### config.mk
export PLATFORM = sky130hd
export DESIGN_NAME = connect_merge
export DESIGN_NICKNAME = d
export VERILOG_FILES = /design/src/rtl/connect_merge_pkg.sv /design/src/rtl/connect_merge_arb.sv /design/src/rtl/connect_merge.sv
export SDC_FILE = /design/constraint.sdc
export NUM_CORES = 1
export LEC_CHECK = 0
export BUFFER_PORTS_ARGS = -buffer_cell sky130_fd_sc_hd__buf_2
export CORE_AREA = 2 2 305 307
export DETAILED_ROUTE_END_ITERATION = 7
export DIE_AREA = 0 0 307 309
export GPL_TIMING_DRIVEN = 0
export SLEW_MARGIN = 20
export SYNTH_ARGS = -nofsm -noshare
export SYNTH_HDL_FRONTEND = slang
export SYNTH_SLANG_ARGS = --single-unit
export TNS_END_PERCENT = 20
### constraint.sdc
create_clock -name CLK -period 10.7 [get_ports CLK]
set_input_delay 0 -clock CLK [delete_from_list [all_inputs] [get_ports CLK]]
set_output_delay 0 -clock CLK [all_outputs]
set_load 0.005 [all_outputs]
### src/rtl/connect_merge_pkg.sv
// Shared constants and helpers for the connect_merge N-to-1 packet merge stage.
// Optional feature macro: CONNECT_MERGE_SRC_ID_EN (adds per-entry source index / SEND_SRC).
package connect_merge_pkg;

    localparam int PACKET_WIDTH = 192;
    localparam int BUF_DEPTH    = 2;

    function automatic int unsigned wrap_inc(input int unsigned idx, input int unsigned num);
        return (idx + 1 >= num) ? 0 : idx + 1;
    endfunction

endpackage

### src/rtl/connect_merge_arb.sv
// Round-robin arbiter for connect_merge: rr pointer register plus priority search from it.
// Optional feature macro of the parent (CONNECT_MERGE_SRC_ID_EN) does not affect this block.
module connect_merge_arb
    import connect_merge_pkg::*;
#(
    parameter  int CONNECT_NUM = 3,
    localparam int SEL_WIDTH   = $clog2(CONNECT_NUM)
) (
    input  logic                   CLK,
    input  logic                   RST,
    input  logic [CONNECT_NUM-1:0] req,
    input  logic                   advance,
    output logic [CONNECT_NUM-1:0] grant,
    output logic [SEL_WIDTH-1:0]   grant_idx,
    output logic                   grant_vld
);

    logic [SEL_WIDTH-1:0] rr_ptr;
    logic [SEL_WIDTH:0]   cand_sum;
    logic [SEL_WIDTH-1:0] cand;

    // Search starts at rr_ptr and wraps; rr_ptr < CONNECT_NUM so one subtraction suffices.
    always_comb begin
        grant     = '0;
        grant_idx = '0;
        grant_vld = 1'b0;
        cand_sum  = '0;
        cand      = '0;
        for (int k = 0; k < CONNECT_NUM; k++) begin
            cand_sum = {1'b0, rr_ptr} + (SEL_WIDTH+1)'(k);
            if (cand_sum >= (SEL_WIDTH+1)'(CONNECT_NUM))
                cand_sum = cand_sum - (SEL_WIDTH+1)'(CONNECT_NUM);
            cand = cand_sum[SEL_WIDTH-1:0];
            if (!grant_vld && req[cand]) begin
                grant[cand] = 1'b1;
                grant_idx   = cand;
                grant_vld   = 1'b1;
            end
        end
    end

    always_ff @(posedge CLK or negedge RST) begin
        if (!RST)
            rr_ptr <= '0;
        else if (advance)
            rr_ptr <= SEL_WIDTH'(wrap_inc(32'(grant_idx), CONNECT_NUM));
    end

endmodule

### src/rtl/connect_merge.sv
// N-to-1 round-robin packet merge into a 2-entry output FIFO sustaining one packet per cycle.
// Define CONNECT_MERGE_SRC_ID_EN to store the granted index per entry and expose SEND_SRC.
module connect_merge
    import connect_merge_pkg::*;
#(
    parameter  int DATA_WIDTH  = PACKET_WIDTH,
    parameter  int CONNECT_NUM = 3,
    localparam int SEL_WIDTH   = $clog2(CONNECT_NUM)
) (
    input  logic                              CLK,
    input  logic                              RST,
    input  logic [CONNECT_NUM-1:0]            RECEIVE_VALID,
    output logic [CONNECT_NUM-1:0]            RECEIVE_READY,
    input  logic [DATA_WIDTH*CONNECT_NUM-1:0] RECEIVE_DATA,
    output logic                              SEND_VALID,
    input  logic                              SEND_READY,
    output logic [DATA_WIDTH-1:0]             SEND_DATA
`ifdef CONNECT_MERGE_SRC_ID_EN
    ,
    output logic [SEL_WIDTH-1:0]              SEND_SRC
`endif
);

    logic [CONNECT_NUM-1:0] grant;
    logic [SEL_WIDTH-1:0]   grant_idx;
    logic                   grant_vld;
    logic                   has_room;
    logic                   push;
    logic                   pop;
    logic [DATA_WIDTH-1:0]  sel_data;

    logic [1:0]             count_p1;
    logic                   wr_ptr_p1;
    logic                   rd_ptr_p1;
    logic [DATA_WIDTH-1:0]  buf_data_p1 [BUF_DEPTH];

    connect_merge_arb #(
        .CONNECT_NUM (CONNECT_NUM)
    ) u_arb (
        .CLK       (CLK),
        .RST       (RST),
        .req       (RECEIVE_VALID),
        .advance   (push),
        .grant     (grant),
        .grant_idx (grant_idx),
        .grant_vld (grant_vld)
    );

    // Ready is gated by RST so nothing is offered while reset is held.
    assign has_room      = count_p1 < 2'(BUF_DEPTH);
    assign RECEIVE_READY = (RST && has_room) ? grant : '0;
    assign push          = RST && has_room && grant_vld;
    assign pop           = SEND_VALID && SEND_READY;
    assign sel_data      = RECEIVE_DATA[int'(grant_idx)*DATA_WIDTH +: DATA_WIDTH];

    // Stage p1: buffer control and storage
    always_ff @(posedge CLK or negedge RST) begin
        if (!RST) begin
            count_p1  <= '0;
            wr_ptr_p1 <= 1'b0;
            rd_ptr_p1 <= 1'b0;
        end else begin
            case ({push, pop})
                2'b10:   count_p1 <= count_p1 + 2'd1;
                2'b01:   count_p1 <= count_p1 - 2'd1;
                default: count_p1 <= count_p1;
            endcase
            if (push)
                wr_ptr_p1 <= ~wr_ptr_p1;
            if (pop)
                rd_ptr_p1 <= ~rd_ptr_p1;
        end
    end

    always_ff @(posedge CLK) begin
        if (push)
            buf_data_p1[wr_ptr_p1] <= sel_data;
    end

`ifdef CONNECT_MERGE_SRC_ID_EN
    logic [SEL_WIDTH-1:0] buf_src_p1 [BUF_DEPTH];

    always_ff @(posedge CLK or negedge RST) begin
        if (!RST) begin
            for (int i = 0; i < BUF_DEPTH; i++)
                buf_src_p1[i] <= '0;
        end else if (push) begin
            buf_src_p1[wr_ptr_p1] <= grant_idx;
        end
    end

    assign SEND_SRC = buf_src_p1[rd_ptr_p1];
`endif

    assign SEND_VALID = (count_p1 != 2'd0);
    assign SEND_DATA  = buf_data_p1[rd_ptr_p1];

endmodule
==> reports/results.ini, run 1 <==
[floorplanning]
fp-row-count=111
die-width_um=307
die-height_um=309
io_pins=778
floorplan.initialDensity_pct=20.3
design.die.area_um2=94900
core_area_um2=91400

[finish]
most-common-layout-cells=sky130_fd_sc_hd__buf_2, sky130_fd_sc_hd__edfxtp_1, sky130_fd_sc_hd__dlygate4sd3_1
layout.cells.most_common=sky130_fd_sc_hd__buf_2
final_layout_size_suffix_gt1_share_pct=43.7
final_nets=3116
final_cells=3752
post_route_cell_area_um2=29500
post-route-util_pct=32.3
syn_to_final_growth_pct=59.0
fill_cells=9262

[worst_setup_path]
timing.critical_path.slowest_cell_delay_ps=610
startpoint_type=flip-flop
cells_traversed_along_the_worst_timing_path=inv_1 > ha_1 > buf_4 > mux2i_1 > o21ai_4 > a2bb2oi_4 > buf_6 > buf_8 > mux2i_1 > dlygate4sd3_1 > a21oi_1 > dlygate4sd3_1
timing.critical_path.fanout_max=10
setup.worst_path.end_class=flip-flop
r2r_slack_ps=6780
cp_data_required_time_ps=11010
regToRegStartpoint=u_arb.rr_ptr[0]
critPathLaunch=u_arb.rr_ptr[0]
r2r.worst_path.cells=12
worst-setup-path-type=flip-flop to flip-flop
reg2reg_to=buf_data_p1[0][186]
critical_path.endpoint=buf_data_p1[0][186]
cell_with_the_largest_stage_delay_on_the_worst_path=sky130_fd_sc_hd__dlygate4sd3_1
timing.critical_path.arrival_ps=4220

[synthesis]
synth_top_area_share_pct=62.1
postSynthRegisterBits=390
synth_top_area_cells=sky130_fd_sc_hd__edfxtp_1, sky130_fd_sc_hd__mux2_2, sky130_fd_sc_hd__mux2i_1
syn_avg_cell_area_um2=14.2
synth.distinct_cells=43
syn-instance-count=1311
synthesis.nets=1898
ys_warn_count=0
synth_sequential_area_ratio_pct=62.9
synth-edff-count=384
dominantRegCellSynth=sky130_fd_sc_hd__edfxtp_1
synth-async-reset-ratio_pct=1.54
yosys.area.top_type=sky130_fd_sc_hd__edfxtp_1
cell_area_after_synthesis_um2=18600

[timing]
fmax_mhz=255
hold_viol_final=0
final.setup.worst_slack_ps=6780
timing.final.crit_share_pct=36.6
layout_min_cycle_time_ps=3920
setup_violations=0
timing_max_transition_violations_final=0
slew-limit-headroom_pct=16.3
worst_pin_slew_ps=1260
rsz_0062_raised_after_global_routing=no
skew_ps=7.57

[global_route]
first_global_vias=16229
wire_length_of_the_first_global_routing_pass_mm=105
grt_usage_pct=15.3
grt_max_degree=26
globalRouteOverflowTotal=0
grt_antenna_before_repair=9

[run_status]
outcome=complete, no violations

[placement]
place.port_buffers=777
numPlacedInstances=3292
placed_cell_area_um2=24300
place_congestion=0.847
place_ws_ps=7110
dp.final_hpwl_mm=59.3

[run]
max_cap_violations=0

[clock_network]
post_cts_setup_buffer_count=0
tritoncts=built
clock-sinks=390
cts_made_buffers=45
clk_path_buf_depth=3
cts_max_level=2
path_clk_slew_ps=60
ctsRootBufferMaster=sky130_fd_sc_hd__clkbuf_16
clock_insertion_delay_worst_skew_ps=570

[route]
drt.antenna.violating_nets=0
drt_first_pass_iters=5
drt_drc_violations_left=0
postRouteWirelength_mm=76.9
vias=15647
drt_iter0_drc=952
post_drt_via_cell_ratio=4.17
wl_per_instance_um=20.5

[power_and_ir_drop]
power_per_cell_area_nw_per_um2=290
ir_drop_mv=0.145
leakage_uw=0.0123
report.power.total_uw=8570

[hold_path]
worst_hold_path_class=input pin to flip-flop

-- stage by stage --
step / TNS, ps / hold WS, ps
after CTS: 0 / 8.99
after global routing: 0 / 25.5
final: 0 / 30.4
after detailed placement: 0 / -125
after global placement: -2074190 / -123
after floorplan: 0 / -296
-- cell type report --
cell class	count	area, um2	area share (%)
Sequential cell	390	11700	39.6
Timing Repair Buffer	1171	8030	27.2
Multi-Input combinational cell	826	6260	21.2
Tap cell	1186	1480	5.03
Clock buffer	53	1220	4.13
Buffer	88	612	2.07
Clock inverter	25	199	0.674
Inverter	7	26.3	0.0890
Antenna cell	6	15.0	0.0508
-- sequential cells by signal, indices dropped and copies added (netlist names) --
signal        flops
wr_ptr_p1         1
count_p1          2
rd_ptr_p1         1
u_arb.rr_ptr      2
buf_data_p1     384
-- cells by family (layout without fill, tap and decap cells) --
logic type | count (synthesis) | count (layout) | synth area share (%)
flip-flops | 390 | 390 | 62.9
AO/OA/AOI/OAI | 213 | 213 | 6.25
multiplexers | 388 | 388 | 22.2
buffers and inverters | 95 | 1344 | 3.42
AND/OR/NAND/NOR | 215 | 215 | 4.62
other | 0 | 6 | 0
adder cells (fa/ha/maj) | 5 | 5 | 0.337
XOR/XNOR | 5 | 5 | 0.236
-- synth_stat cells, types with 2 or more instances --
cell	n
sky130_fd_sc_hd__xnor2_1	4
sky130_fd_sc_hd__mux2_2	189
sky130_fd_sc_hd__o21a_1	2
sky130_fd_sc_hd__and2_1	2
sky130_fd_sc_hd__clkbuf_1	21
sky130_fd_sc_hd__ha_1	5
sky130_fd_sc_hd__dfrtp_1	6
sky130_fd_sc_hd__buf_1	4
sky130_fd_sc_hd__nor2_1	195
sky130_fd_sc_hd__buf_8	18
sky130_fd_sc_hd__a21oi_1	195
sky130_fd_sc_hd__buf_4	3
sky130_fd_sc_hd__nor2b_1	2
sky130_fd_sc_hd__nand2b_1	2
sky130_fd_sc_hd__o21ai_1	2
sky130_fd_sc_hd__o221ai_1	2
sky130_fd_sc_hd__buf_2	40
sky130_fd_sc_hd__nand2_1	6
sky130_fd_sc_hd__nand3b_1	2
sky130_fd_sc_hd__edfxtp_1	384
sky130_fd_sc_hd__inv_1	7
sky130_fd_sc_hd__mux2i_1	196
sky130_fd_sc_hd__mux2_1	3
sky130_fd_sc_hd__buf_6	2
-- where the power goes --
| group | total (uW) | switching [uW] | internal [uW] |
|---|---|---|---|
| logic | 4580 | 2440 | 2140 |
| clock network | 1490 | 614 | 878 |
| registers | 2500 | 77.1 | 2420 |
| total | 8570 | 3130 | 5440 |
-- worst max-delay path, delay by kind of cell, from the launching register on --
| kind | cells | cell delay (ps) |
|---|---|---|
| compound gates | 3 | 700 |
| buf+inv | 6 | 1930 |
| flops | 1 | 390 |
| mux | 2 | 330 |
| fa+ha+maj | 1 | 300 |
-- what timing repair did --
item	4_1_cts	5_1_grt
gates resized for setup	0	0
hold buffers	376	0
hold endpoints to repair	396	0
-- layer usage --
layer  track usage (%)  part of all wire, %  vias up
li1                  -                    -     7364
met1              16.7                   38     7420
met2              28.3                   51      685
met3              2.49                  5.2      176
met4              7.90                  5.3        2
met5                 0                0.016        -
-- how the worst min path moves through the flow --
| stage | startpoint | cells after the start | end |
|---|---|---|---|
| after detailed placement | RST | 1 | count_p1[1] |
| after floorplan | RST | 0 | count_p1[0] |
| final | RECEIVE_DATA[241] | 3 | buf_data_p1[0][49] |
| after global placement | RST | 1 | count_p1[1] |
| after global routing | RECEIVE_DATA[90] | 3 | buf_data_p1[1][90] |
| after CTS | RECEIVE_DATA[382] | 3 | buf_data_p1[1][190] |
No activity file was read; power rests on OpenSTA's default activity.
==> inputs of run 2 (changes only) <==
ABC_AREA = 1   (was unset)
CORE_AREA = 2 2 299 301   (was 2 2 305 307)
DIE_AREA = 0 0 301 303   (was 0 0 307 309)
clock period = 3.14 ns   (was 10.7 ns; I/O delays follow)
==> run 2 against run 1 <==
Effect of this change: clock-buffer cell count rose by 10; wire length rose by 30%; clock skew rose by 12 ps; synthesized area rose by 10%; via count rose by 46%; critical endpoint is now buf_data_p1[0][109]; non-clock buffer count rose by 250; sequential power rose to 4.0 times the previous value; worst setup slack got worse by 6700 ps; power rose to 4.2 times the previous value.
==> reports/results.ini, run 2 <==
[clock_network]
path_clk_slew_ps=60  ; about the same
cts_max_level=2  ; unchanged
post_cts_setup_buffer_count=0  ; unchanged
clk_path_buf_depth=3  ; unchanged
tritoncts=built
ctsRootBufferMaster=sky130_fd_sc_hd__clkbuf_16
clock_insertion_delay_worst_skew_ps=570  ; about the same
cts_made_buffers=46  ; +2.2%
clock-sinks=390  ; unchanged

[route]
wl_per_instance_um=19.3  ; -5.8%
drt_drc_violations_left=0  ; unchanged
postRouteWirelength_mm=99.7  ; +30%
drt_iter0_drc=2471  ; +160%
drt.antenna.violating_nets=0  ; unchanged
post_drt_via_cell_ratio=4.44  ; +6.4%
vias=22888  ; +46%
drt_first_pass_iters=6  ; +1

[placement]
place.port_buffers=777  ; unchanged
place_congestion=0.930  ; +9.9%
dp.final_hpwl_mm=70.4  ; +19%

[synthesis]
synth_top_area_share_pct=56.3  ; -5.9 points
synth_sequential_area_ratio_pct=57.0  ; -5.9 points
synth.most_common_cell=sky130_fd_sc_hd__nand2_1
dominantRegCellSynth=sky130_fd_sc_hd__edfxtp_1
synth_top_area_cells=sky130_fd_sc_hd__edfxtp_1, sky130_fd_sc_hd__nand2_1, sky130_fd_sc_hd__nand3_1
synth.top_cells.by_count=sky130_fd_sc_hd__nand2_1, sky130_fd_sc_hd__inv_1, sky130_fd_sc_hd__nand3_1
yosys.area.top_type=sky130_fd_sc_hd__edfxtp_1
synth.distinct_cells=24  ; -44%
syn-instance-count=2541  ; +94%
postSynthRegisterBits=390  ; unchanged
syn_avg_cell_area_um2=8.07  ; -43%
cell_area_after_synthesis_um2=20500  ; +10%
synthesis.nets=3128  ; +65%
synth-async-reset-ratio_pct=1.54  ; unchanged
ys_warn_count=0  ; unchanged
synth-edff-count=384  ; unchanged

[timing]
setup_violations=0  ; unchanged
worst_pin_slew_ps=912  ; -344 ps
timing.final.crit_share_pct=96.8  ; +60 points
hold_viol_final=0  ; unchanged
holdWs_ps=63.4  ; +33.0 ps
layout_min_cycle_time_ps=3040  ; -877 ps
rsz_0062_raised_after_global_routing=yes
slew-limit-headroom_pct=39.2  ; +23 points
timing.setup.tns_ps=0  ; unchanged
timing_max_transition_violations_final=0  ; unchanged
skew_ps=19.4  ; +11.9 ps
fmax_mhz=329  ; +29%

[finish]
fill_cells=8487  ; -8.4%
largest_register_ff_count=384  ; unchanged
register_with_the_highest_flop_count=buf_data_p1
syn_to_final_growth_pct=63.6
most-common-layout-cells=sky130_fd_sc_hd__nand2_1, sky130_fd_sc_hd__buf_2, sky130_fd_sc_hd__dlygate4sd3_1
final-seq-area_um2=11700  ; about the same
layout.cells.most_common=sky130_fd_sc_hd__nand2_1
reg_top3=buf_data_p1 x384, count_p1 x2, u_arb.rr_ptr x2
final_nets=4538  ; +46%
area_occupied_by_multi_input_gates_um2=6710  ; +7.1%
final_layout_size_suffix_gt1_share_pct=24.4  ; -19 points

[hold_path]
worst_hold_path_class=input pin to flip-flop

[global_route]
grtUsageMet3_pct=5.53  ; +3.0 points
first_global_vias=22223  ; +37%
gr_peak_layer=met2
global_route.usage.met2_pct=36.5  ; +8.2 points
grt_usage_pct=20.6  ; +5.4 points
globalRouteOverflowTotal=0  ; unchanged
grt_antenna_before_repair=26  ; +17
grt_max_degree=25  ; -3.8%
grt_util_met1_pct=22.3  ; +5.6 points
wire_length_of_the_first_global_routing_pass_mm=138  ; +32%

[power_and_ir_drop]
power_per_cell_area_nw_per_um2=1070  ; +270%
ir_drop_mv=0.605  ; +320%
leakage_uw=0.0168  ; +37%

[worst_setup_path]
timing.critical_path.fanout_max=10  ; unchanged
cp_data_required_time_ps=3420  ; -7590 ps
worst-setup-path-type=flip-flop to flip-flop
timing.critical_path.arrival_ps=3320  ; -900 ps
setup.worst_path.end_class=flip-flop
startpoint_type=flip-flop

[floorplanning]
io_pins=778  ; unchanged
die-width_um=301  ; -2.0%
fp-row-count=109  ; -1.8%
floorplan.initialDensity_pct=23.3  ; +3.0 points
core_area_um2=88000  ; -3.7%
design.die.area_um2=91200  ; -3.9%
die-height_um=303  ; -1.9%

[run]
max_cap_violations=0  ; unchanged

[run_status]
outcome=complete, no violations

-- run 2: cell count changes in the layout (fill, tap and decap cells not counted), sizes merged, moves of 4 or more --
cell / previous run / this run
nand2: 6 / 1181
nand3: 0 / 395
inv: 9 / 400
mux2i: 196 / 0
a21oi: 195 / 3
mux2: 192 / 0
dlygate4sd3: 376 / 564
nor2: 195 / 8
clkbuf: 74 / 118
buf: 862 / 890
clkinv: 18 / 14
diode: 6 / 10
-- run 2: area by class of cell --
class	instances	area share [%]
diodes	10	0.0746
plain buffers	147	2.08
clock buffers	63	3.93
clock inverters	19	0.381
inverters	399	4.47
multi-input cells	1605	20.0
flip-flops and latches	390	34.8
well taps	1165	4.35
repair buffers	1362	29.9
-- run 2: power by group --
part	total, uW	internal, uW	switching (uW)
clock	5130	3010	2120
sequential	9980	9600	375
combinational	20700	6310	14400
total	35800	18900	16900
-- run 2: worst paths after layout --
| path | startpoint | to | slack, ps | cells past startpoint |
|---|---|---|---|---|
| hold / removal | RECEIVE_DATA[126] | buf_data_p1[1][126] | 60 | 5 |
| setup reg to reg | u_arb.rr_ptr[1] | buf_data_p1[0][109] | 100 | 12 |
| max in group asynchronous | RST | u_arb.rr_ptr[0] | 2490 | 3 |
| hold reg to reg | count_p1[0] | count_p1[0] | 530 | 1 |
| setup / recovery | u_arb.rr_ptr[1] | buf_data_p1[0][109] | 100 | 12 |
| min in group asynchronous | RST | count_p1[1] | 400 | 3 |
-- run 2: layer usage --
metal | part of all wire, % | vias to the layer above
met4 | 5.9 | 32
met1 | 36 | 10348
met2 | 49 | 1400
met3 | 8.8 | 323
met5 | 0.19 | -
li1 | - | 10785
-- run 2: critical path, cell delays in order (launching register included) --
cell and delay (ps):
sky130_fd_sc_hd__dfrtp_1 440, sky130_fd_sc_hd__inv_2 80, sky130_fd_sc_hd__ha_4 190, sky130_fd_sc_hd__inv_2 70, sky130_fd_sc_hd__nand2_1 90, sky130_fd_sc_hd__nand3_2 110, sky130_fd_sc_hd__nand2_4 90, sky130_fd_sc_hd__nand4_2 150
sky130_fd_sc_hd__buf_2 430, sky130_fd_sc_hd__clkbuf_1 660, sky130_fd_sc_hd__nand3_1 150, sky130_fd_sc_hd__nand3_1 120, sky130_fd_sc_hd__nand2_1 120
-- run 2: repair_timing --
item / CTS / global route
hold buffers: 564 / 0
endpoints found under the setup margin: 5 / 63
endpoints found under the hold margin: 392 / 0
resized for setup: 1 / 9
-- run 2: logic make-up after synthesis --
logic type | Yosys count | share of synthesized area (%)
buffers and inverters | 546 | 10.6
AO/OA/AOI/OAI | 9 | 0.262
adder cells (fa/ha/maj) | 5 | 0.305
flip-flops | 390 | 57.0
AND/OR/NAND/NOR | 1587 | 31.6
XOR/XNOR | 4 | 0.171
-- run 2: through the flow --
step | setup WS [ps] | util [%] | instance area (um2) | total power, uW | instances
finish | 100 | 38.1 | 33500 | 35800 | 5160
global route | -76.9 | 38.1 | 33500 | 38100 | 5153
CTS | 15.3 | 38.1 | 33500 | 35800 | 5150
detailed placement | 37.2 | 30.0 | 26400 | 29800 | 4504
global placement | -3600 | 29.5 | 25900 | 29300 | 4483
floorplan | -1300 | - | 20600 | 20600 | 2541
